==> config.mk <==
export PLATFORM = sky130hd
export DESIGN_NAME = issue_steer_buffer
export DESIGN_NICKNAME = d
export VERILOG_FILES = /design/src/rtl/issue_steer_buffer.sv
export SDC_FILE = /design/constraint.sdc
export NUM_CORES = 1
export LEC_CHECK = 0
export ABC_CLOCK_PERIOD_IN_PS = 6100
export BUFFER_PORTS_ARGS = -buffer_cell sky130_fd_sc_hd__buf_2
export CORE_MARGIN = 2
export CORE_UTILIZATION = 60
export CTS_CLUSTER_SIZE = 24
export DETAILED_ROUTE_END_ITERATION = 16
export HOLD_SLACK_MARGIN = 0.02
export PLACE_DENSITY = 0.81
export SETUP_SLACK_MARGIN = 0.05
export SYNTH_ARGS = -nofsm -noshare
export SYNTH_HDL_FRONTEND = slang
export SYNTH_SLANG_ARGS = --single-unit
==> constraint.sdc <==
create_clock -name clk -period 6.1 [get_ports clk]
set_input_delay 0.61 -clock clk [delete_from_list [all_inputs] [get_ports clk]]
set_output_delay 0.61 -clock clk [all_outputs]
set_load 0.03 [all_outputs]
==> src/rtl/issue_steer_buffer.sv <==
// Decoded-instruction queue that steers the oldest entries to the branch and memory issue pipes.
// Dual issue of head+1 alongside head is enabled by defining ISSUE_DUAL_ISSUE_EN.

module issue_pipe_reg #(
  parameter int EW = 81
) (
  input  logic          clk,
  input  logic          rst_n,
  input  logic          flush,
  input  logic          stall,
  input  logic          load,
  input  logic [EW-1:0] ent_in,
  output logic          valid,
  output logic [EW-1:0] ent_q
);
  // Stall freezes the whole register; an unstalled cycle with nothing steered becomes a bubble.
  always_ff @(posedge clk) begin
    if (!rst_n) begin
      valid <= 1'b0;
      ent_q <= '0;
    end else if (flush) begin
      valid <= 1'b0;
    end else if (!stall) begin
      valid <= load;
      if (load) ent_q <= ent_in;
    end
  end
endmodule

module issue_steer_buffer #(
  parameter int DEPTH     = 4,
  parameter int PAYLOAD_W = 64
) (
  input  logic                       clk,
  input  logic                       rst_n,
  input  logic [1:0]                 dec_valid,
  input  logic [3:0]                 dec_class,
  input  logic [9:0]                 dec_rs1,
  input  logic [9:0]                 dec_rs2,
  input  logic [9:0]                 dec_rd,
  input  logic [2*PAYLOAD_W-1:0]     dec_payload,
  output logic                       dec_ready,
  input  logic                       stall_branch,
  input  logic                       stall_memory,
  input  logic                       flush,
  output logic                       iss_br_valid,
  output logic [4:0]                 iss_br_rs1,
  output logic [4:0]                 iss_br_rs2,
  output logic [4:0]                 iss_br_rd,
  output logic [1:0]                 iss_br_class,
  output logic [PAYLOAD_W-1:0]       iss_br_payload,
  output logic                       iss_mem_valid,
  output logic [4:0]                 iss_mem_rs1,
  output logic [4:0]                 iss_mem_rs2,
  output logic [4:0]                 iss_mem_rd,
  output logic [1:0]                 iss_mem_class,
  output logic [PAYLOAD_W-1:0]       iss_mem_payload,
  output logic [$clog2(DEPTH):0]     occupancy
);
  localparam int PW = $clog2(DEPTH);
  localparam int CW = PW + 1;
  localparam int EW = 17 + PAYLOAD_W;
  localparam logic [1:0] CLS_ALU = 2'b00;
  localparam logic [1:0] CLS_BR  = 2'b01;

  // Entry layout: {class, rs1, rs2, rd, payload}
  logic [EW-1:0]       q_mem [DEPTH];
  logic [PW-1:0]       head, tail, head_nx, tail_nx;
  logic [CW-1:0]       count;
  logic [1:0][EW-1:0]  slot_ent;
  logic [EW-1:0]       h_ent, h1_ent;
  logic [1:0]          h_cls;
  logic                h_vld, h_br, h_mem, h1_br, h1_mem;
  logic                enq_ok;
  logic [1:0]          enq_n, deq_n;
  logic [1:0]          pipe_load, pipe_stall, pipe_vld;
  logic [1:0][EW-1:0]  pipe_in, pipe_q;

  for (genvar s = 0; s < 2; s++) begin : g_slot
    assign slot_ent[s] = {dec_class[2*s +: 2], dec_rs1[5*s +: 5], dec_rs2[5*s +: 5],
                          dec_rd[5*s +: 5], dec_payload[PAYLOAD_W*s +: PAYLOAD_W]};
  end

  assign dec_ready = (count <= CW'(DEPTH - 2));
  assign occupancy = count;
  assign head_nx   = head + 1'b1;
  assign tail_nx   = tail + 1'b1;
  assign h_ent     = q_mem[head];
  assign h1_ent    = q_mem[head_nx];
  assign h_cls     = h_ent[EW-1 -: 2];
  assign h_vld     = (count != '0);

  // ALU prefers the branch pipe and falls back to memory only when branch is stalled.
  assign h_br  = h_vld && !stall_branch && (h_cls == CLS_BR || h_cls == CLS_ALU);
  assign h_mem = h_vld && !stall_memory && (h_cls[1] || (h_cls == CLS_ALU && stall_branch));

`ifdef ISSUE_DUAL_ISSUE_EN
  logic [1:0] h1_cls;
  logic [4:0] h_rd, h1_rs1, h1_rs2;
  logic       h1_vld, hazard;
  assign h1_cls = h1_ent[EW-1 -: 2];
  assign h1_rs1 = h1_ent[EW-3 -: 5];
  assign h1_rs2 = h1_ent[EW-8 -: 5];
  assign h_rd   = h_ent[EW-13 -: 5];
  assign h1_vld = (count >= CW'(2));
  assign hazard = (h_rd != 5'd0) && (h1_rs1 == h_rd || h1_rs2 == h_rd);
  // head+1 may only take the pipe head left free, which keeps same-class pairs apart.
  assign h1_br  = h1_vld && h_mem && !hazard && !stall_branch && !h1_cls[1];
  assign h1_mem = h1_vld && h_br && !hazard && !stall_memory && (h1_cls[1] || h1_cls == CLS_ALU);
`else
  assign h1_br  = 1'b0;
  assign h1_mem = 1'b0;
`endif

  assign deq_n  = {1'b0, h_br | h_mem} + {1'b0, h1_br | h1_mem};
  assign enq_ok = dec_ready && !flush;
  assign enq_n  = enq_ok ? ({1'b0, dec_valid[0]} + {1'b0, dec_valid[1]}) : 2'd0;

  always_ff @(posedge clk) begin
    if (!rst_n) begin
      head  <= '0;
      tail  <= '0;
      count <= '0;
    end else if (flush) begin
      head  <= '0;
      tail  <= '0;
      count <= '0;
    end else begin
      head  <= head + PW'(deq_n);
      tail  <= tail + PW'(enq_n);
      count <= count + CW'(enq_n) - CW'(deq_n);
    end
  end

  // Storage needs no reset: entries are only read below count.
  always_ff @(posedge clk) begin
    if (enq_ok && dec_valid[0]) q_mem[tail] <= slot_ent[0];
    if (enq_ok && dec_valid[1]) q_mem[dec_valid[0] ? tail_nx : tail] <= slot_ent[1];
  end

  assign pipe_load  = {h_mem | h1_mem, h_br | h1_br};
  assign pipe_stall = {stall_memory, stall_branch};
  assign pipe_in[0] = h_br  ? h_ent : h1_ent;
  assign pipe_in[1] = h_mem ? h_ent : h1_ent;

  for (genvar p = 0; p < 2; p++) begin : g_pipe
    issue_pipe_reg #(.EW(EW)) u_reg (
      .clk    (clk),
      .rst_n  (rst_n),
      .flush  (flush),
      .stall  (pipe_stall[p]),
      .load   (pipe_load[p]),
      .ent_in (pipe_in[p]),
      .valid  (pipe_vld[p]),
      .ent_q  (pipe_q[p])
    );
  end

  assign iss_br_valid  = pipe_vld[0];
  assign iss_mem_valid = pipe_vld[1];
  assign {iss_br_class, iss_br_rs1, iss_br_rs2, iss_br_rd, iss_br_payload}       = pipe_q[0];
  assign {iss_mem_class, iss_mem_rs1, iss_mem_rs2, iss_mem_rd, iss_mem_payload}  = pipe_q[1];
endmodule
==> qor.yml, run 1 <==
holdCritStartpoint: "stall_memory"
dpl.hpwl_mm: 31.38
dp.cells: 2202
avgSynthCellArea_um2: 14.77
rsz0062_at_grt: "no"
cts.path.max_buffers: 3
dieWidth_um: 195.2
async_reset_ff_share_pct: 0
period_minus_slack_ps: 3776
grt_max_degree: 124
io_buffers: 336
layoutNonFillerInstCount: 2315
die_y_um: 195.2
relSlewSlack_pct: 30.11
totalWireLength_mm: 51.53
synth_ff_type: "edfxtp_1"
antenna_found_initial: 20
worst_ep_required_time_ps: 6320
clock_latency_ps: 590
cts_setup_buffers: 0
r2r_setup_slack_ps: 2320
final_nets: 1966
grt_util_all_layers_pct: 27.01
gr-total-overflow: 0
syn_inst: 1485
min_path_cells: 3
nFillCells: 2429
postCtsHoldBufs: 0
fmax_mhz: 264.8
path_max_fanout: 53
reg2reg_depth: 7
arrival_ps: 3990
drt_first_pass_iters: 5
crit_path_end_kind: "register"
fin_setup_tns_ps: 0
place.gp.congestion: 0.7819
ioPinCount: 337
status: "completed"
r2r_start: "tail[0]$_SDFF_PP0_"
drt_iter0_markers: 949
ctsRootBufferMaster: "clkbuf_16"
hold_path_class: "in -> reg"
start_util_pct: 60.48
via_per_inst: 5.898
grt_pass1_wl_mm: 79.03
synth_nets: 1665
hold_viol: 0
layout_commonest_cell: "buf_2"
drc: 0
numCtsBuffers: 50
p_leak_nw: 9.439
die_area_um2: 38100
power.density_nw_per_um2: 303.5
skew_ps: 17.19
setup-violations-final: 0
drv_cap: 0
worst_r2r_endpoint: "q_mem[2][18]$_DFFE_PP_"
rows: 70
startpoint_type: "register"
synth_edf_count: 324
critPathKind: "reg -> reg"
syn_area_um2: 21930
layout_common_cells: "buf_2, mux2_2, edfxtp_1"
htree_levels: 2
ir_drop_v: 0.0001895
drive_above_1_share_pct: 47.48
ys_types: 36
grt_pass1_vias: 14010
ant_nets: 0
clock-sinks: 495
wire_per_inst_um: 22.26
ys_warn_count: 0
yosysSeqAreaShare_pct: 59.97
holdPathEnd: "g_pipe[1].u_reg.valid$_SDFFE_PP0N_"
cts_tree: "yes"
cts-resized-gates: 0
path_clk_slew_ps: 60
vias: 13660
ys_seq_elements: 495
min_period_over_period_pct: 61.90
core_um2: 36260
slew_viol_final: 0
areaGrowthSynthToFinish_pct: 16.79
tightest_slew_ps: 1048
p_total_mw: 7.773
[registers in the layout, indices dropped and copies added, names as in the netlist]
register	flops
q_mem	324
g_pipe.u_reg.ent_q	162
occupancy	3
g_pipe.u_reg.valid	2
head	2
tail	2
[synth_stat cells, types with 2 or more instances]
cell	instances	share of area [%]
mux2_2	325	17
edfxtp_1	324	44
nand2_1	173	3.0
dfxtp_1	171	16
mux2i_1	83	3.8
mux4_2	80	8.2
nand3_1	76	1.7
o21ai_1	71	1.6
clkbuf_1	62	1.1
buf_2	26	0.59
buf_6	10	0.51
ha_1	10	0.57
o21ai_2	10	0.40
buf_1	8	0.14
nand3_2	8	0.37
inv_1	7	0.12
nor2_1	6	0.10
and2_1	5	0.14
xnor2_1	5	0.20
a21oi_1	4	0.091
nor3_1	3	0.068
o31ai_1	2	0.068
or2_2	2	0.057
or3_1	2	0.057
[where the power goes]
group | internal [mW] | switching [mW]
Clock | 1.77 | 1.25
Combinational | 0.389 | 0.530
Sequential | 3.76 | 0.0700
[kinds of logic after synthesis]
group	synth area share, %
adder cells (fa/ha/maj)	0.6618
AO/OA/AOI/OAI	2.345
multiplexers	28.69
AND/OR/NAND/NOR	5.705
buffers and inverters	2.425
flip-flops	59.97
XOR/XNOR	0.1997
[area by class of cell]
cell class	count	area (um2)	share of cell area, %
repair buffers	355	1833	7.156
well taps	468	585.6	2.286
clock inverters	8	40.04	0.1563
diodes	19	47.55	0.1856
multi-input cells	877	8324	32.50
flip-flops and latches	495	13160	51.38
clock buffers	86	1597	6.233
inverters	7	26.28	0.1026
[per-stage QoR]
stage	cell area [um2]	utilization, %	hold slack, ps	worst slack (ps)
global placement	23930	65.99	438.6	2173
CTS	25570	70.51	300.3	2333
global route	25590	70.58	322.7	2099
floorplan	21930	-	575.5	2184
detailed placement	23930	65.99	444.1	2106
finish	25610	70.64	328.4	2324
[worst max path at each step]
stage          slack [ps]                     end          startpoint
3_3_place_gp         2170  q_mem[2][29]$_DFFE_PP_               flush
3_5_place_dp         2110  q_mem[2][21]$_DFFE_PP_               flush
6_report             2320  q_mem[2][18]$_DFFE_PP_  tail[0]$_SDFF_PP0_
5_1_grt              2100  q_mem[2][25]$_DFFE_PP_  tail[0]$_SDFF_PP0_
4_1_cts              2330  q_mem[2][25]$_DFFE_PP_  tail[0]$_SDFF_PP0_
2_1_floorplan        2180   q_mem[0][0]$_DFFE_PP_        dec_valid[0]
[layer usage]
| metal | global-route usage (%) | vias up | share of wire (%) |
|---|---|---|---|
| li1 | - | 6266 | - |
| met1 | 35.10 | 6819 | 42 |
| met2 | 45.37 | 461 | 49 |
| met3 | 6.200 | 97 | 6.5 |
| met4 | 8.680 | 12 | 2.6 |
| met5 | 0 | - | 0.16 |
[worst max-delay path: stages, from the launching register on]
cell     delay, ps
dfxtp_1        510
inv_1          150
ha_1           370
nand3_1         90
o31ai_1        130
nand3_4        600
nand2_4        950
buf_4          550
No activity file was read; power rests on OpenSTA's default activity.
==> run 2: changes to the inputs <==
--- a/config.mk
+++ b/config.mk
@@ -5,14 +5,14 @@
 export SDC_FILE = /design/constraint.sdc
 export NUM_CORES = 1
 export LEC_CHECK = 0
-export ABC_CLOCK_PERIOD_IN_PS = 6100
+export ABC_CLOCK_PERIOD_IN_PS = 3240
 export BUFFER_PORTS_ARGS = -buffer_cell sky130_fd_sc_hd__buf_2
 export CORE_MARGIN = 2
-export CORE_UTILIZATION = 60
+export CORE_UTILIZATION = 52
 export CTS_CLUSTER_SIZE = 24
 export DETAILED_ROUTE_END_ITERATION = 16
 export HOLD_SLACK_MARGIN = 0.02
-export PLACE_DENSITY = 0.81
+export PLACE_DENSITY = 0.74
 export SETUP_SLACK_MARGIN = 0.05
 export SYNTH_ARGS = -nofsm -noshare
 export SYNTH_HDL_FRONTEND = slang
==> constraint.sdc (replaced) <==
create_clock -name clk -period 3.24 [get_ports clk]
set_input_delay 0.324 -clock clk [delete_from_list [all_inputs] [get_ports clk]]
set_output_delay 0.324 -clock clk [all_outputs]
set_load 0.03 [all_outputs]
==> qor.yml, run 2 (synthesis gave the netlist of run 1 again) <==
tightest_slew_ps: 1022  # -26.08 ps
grt_max_degree: 89  # -28%
crit_path_end_kind: "register"
cpPeakStageDelay_ps: 560  # -390 ps
p_leak_nw: 9.621  # +1.9%
vias: 13400  # -1.9%
skew_ps: 18.08  # +0.8901 ps
dieWidth_um: 209.4  # +7.3%
antenna_found_initial: 17  # -15%
cts-resized-gates: 0  # unchanged
ioPinCount: 337  # unchanged
worst_ep_required_time_ps: 3690  # -2630 ps
arrival_ps: 3300  # -690 ps
path_clk_slew_ps: 60  # about the same
largest_reg_flops: 324  # unchanged
totalWireLength_mm: 51.51  # about the same
slew_viol_final: 0  # unchanged
ant_nets: 0  # unchanged
grt_util_all_layers_pct: 23.50  # -3.5 points
status: "completed"
final_nets: 1985  # +0.97%
gr-total-overflow: 0  # unchanged
drt_iter0_markers: 972  # +2.4%
fmax_mhz: 351.4  # +33%
place.gp.congestion: 0.7852  # +0.42%
die_area_um2: 43830  # +15%
clock_latency_ps: 580  # about the same
crit_slowest_cell: "mux4_2"
layout_commonest_cell: "buf_2"
fin_setup_tns_ps: 0  # unchanged
critPathKind: "reg -> reg"
cts.path.max_buffers: 3  # unchanged
startpoint_type: "register"
htree_levels: 2  # unchanged
io_buffers: 336  # unchanged
die_y_um: 209.4  # +7.3%
cts_tree: "yes"
via_per_inst: 5.589  # -5.2%
drv_cap: 0  # unchanged
areaGrowthSynthToFinish_pct: 18.83
layout_common_cells: "buf_2, mux2_2, edfxtp_1"
ir_drop_v: 0.0004020  # +110%
ctsRootBufferMaster: "clkbuf_16"
min_period_over_period_pct: 87.83  # +26 points
drive_above_1_share_pct: 47.86  # +0.38 points
period_minus_slack_ps: 2846  # -930.1 ps
drt_first_pass_iters: 5  # unchanged
rows: 75  # +7.1%
hold_path_class: "in -> reg"
core_um2: 41760  # +15%
drc: 0  # unchanged
relSlewSlack_pct: 31.85  # +1.7 points
wire_per_inst_um: 21.49  # -3.5%
grt_pass1_vias: 13950  # -0.41%
setup-violations-final: 0  # unchanged
hold_viol: 0  # unchanged
top_register: "q_mem"
start_util_pct: 52.52  # -8.0 points
fin_util_pct: 62.41  # -8.2 points
grt_pass1_wl_mm: 79.45  # +0.52%
power.density_nw_per_um2: 567.5  # +87%
numCtsBuffers: 51  # +2.0%
rsz0062_at_grt: "no"
path_max_fanout: 6  # -89%
crit_path_cell_trace: "mux4_2 -> or2_2 -> a21oi_1 -> ha_1 -> inv_1 -> ha_1 -> inv_1 -> fa_1 -> xnor2_1 -> xnor2_1 -> nor2_1"
clock-sinks: 495  # unchanged
dpl.hpwl_mm: 32.45  # +3.4%
run 2: per-stage QoR:
| stage | instance area (um2) | std cells | power (mW) | setup WS, ps | hold WS (ps) |
|---|---|---|---|---|---|
| after floorplan | 21940 | 1485 | 8.507 | 174.8 | 468.6 |
| after global placement | 24340 | 2289 | 9.072 | 441.4 | 439.3 |
| after detailed placement | 24340 | 2289 | 9.123 | 392.7 | 445.2 |
| after CTS | 26030 | 2386 | 14.93 | 371.5 | 43.69 |
| after global routing | 26060 | 2396 | 15.32 | 255.4 | 66.25 |
| final | 26060 | 2397 | 14.79 | 394.2 | 81.23 |
run 2: routing by layer:
metal	global-route usage, %	share of wire (%)	vias up
met1	30.93	42	6684
met5	0	0.13	-
li1	-	-	6294
met2	39.16	49	322
met4	7.709	2.3	12
met3	4.953	5.9	85
run 2: worst paths after layout:
kind                                                        startpoint                                      to  slack, ps  cells past startpoint
worst max register to register                      head[0]$_SDFF_PP0_                 occupancy[2]$_SDFF_PP0_        390                     11
worst min register to register  g_pipe[0].u_reg.ent_q[73]$_SDFFE_PN0P_  g_pipe[0].u_reg.ent_q[73]$_SDFFE_PN0P_        450                      2
worst min-delay path                                   dec_payload[41]                  q_mem[2][41]$_DFFE_PP_         80                      2
worst max-delay path                                head[0]$_SDFF_PP0_                 occupancy[2]$_SDFF_PP0_        390                     11
run 2: worst max-delay path, delay by kind of cell (launching register included):
kind / cells / cell delay (ps)
fa+ha+maj: 3 / 820
mux: 1 / 560
flops: 1 / 370
simple gates: 2 / 350
xor+xnor: 2 / 310
compound gates: 1 / 190
buf+inv: 2 / 110
run 2: cell type report:
type	instances	area [um2]
antenna	11	27.53
clock buffer	80	1580
clock inverter	15	93.84
fill	3199	15700
inverter	7	26.28
multi-input combinational	877	8324
sequential	495	13160
tap	539	674.4
timing repair buffer	373	2173
run 2: timing repair:
action                                 4_1_cts  5_1_grt
hold buffers                                 2        0
setup buffers                                0        0
endpoints found under the hold margin        2        0
run 2: power by group:
part / switching (mW) / internal (mW) / total [mW]
clock: 2.39 / 3.42 / 5.81
combinational: 1.03 / 0.784 / 1.81
sequential: 0.0981 / 7.08 / 7.17
total: 3.51 / 11.3 / 14.8
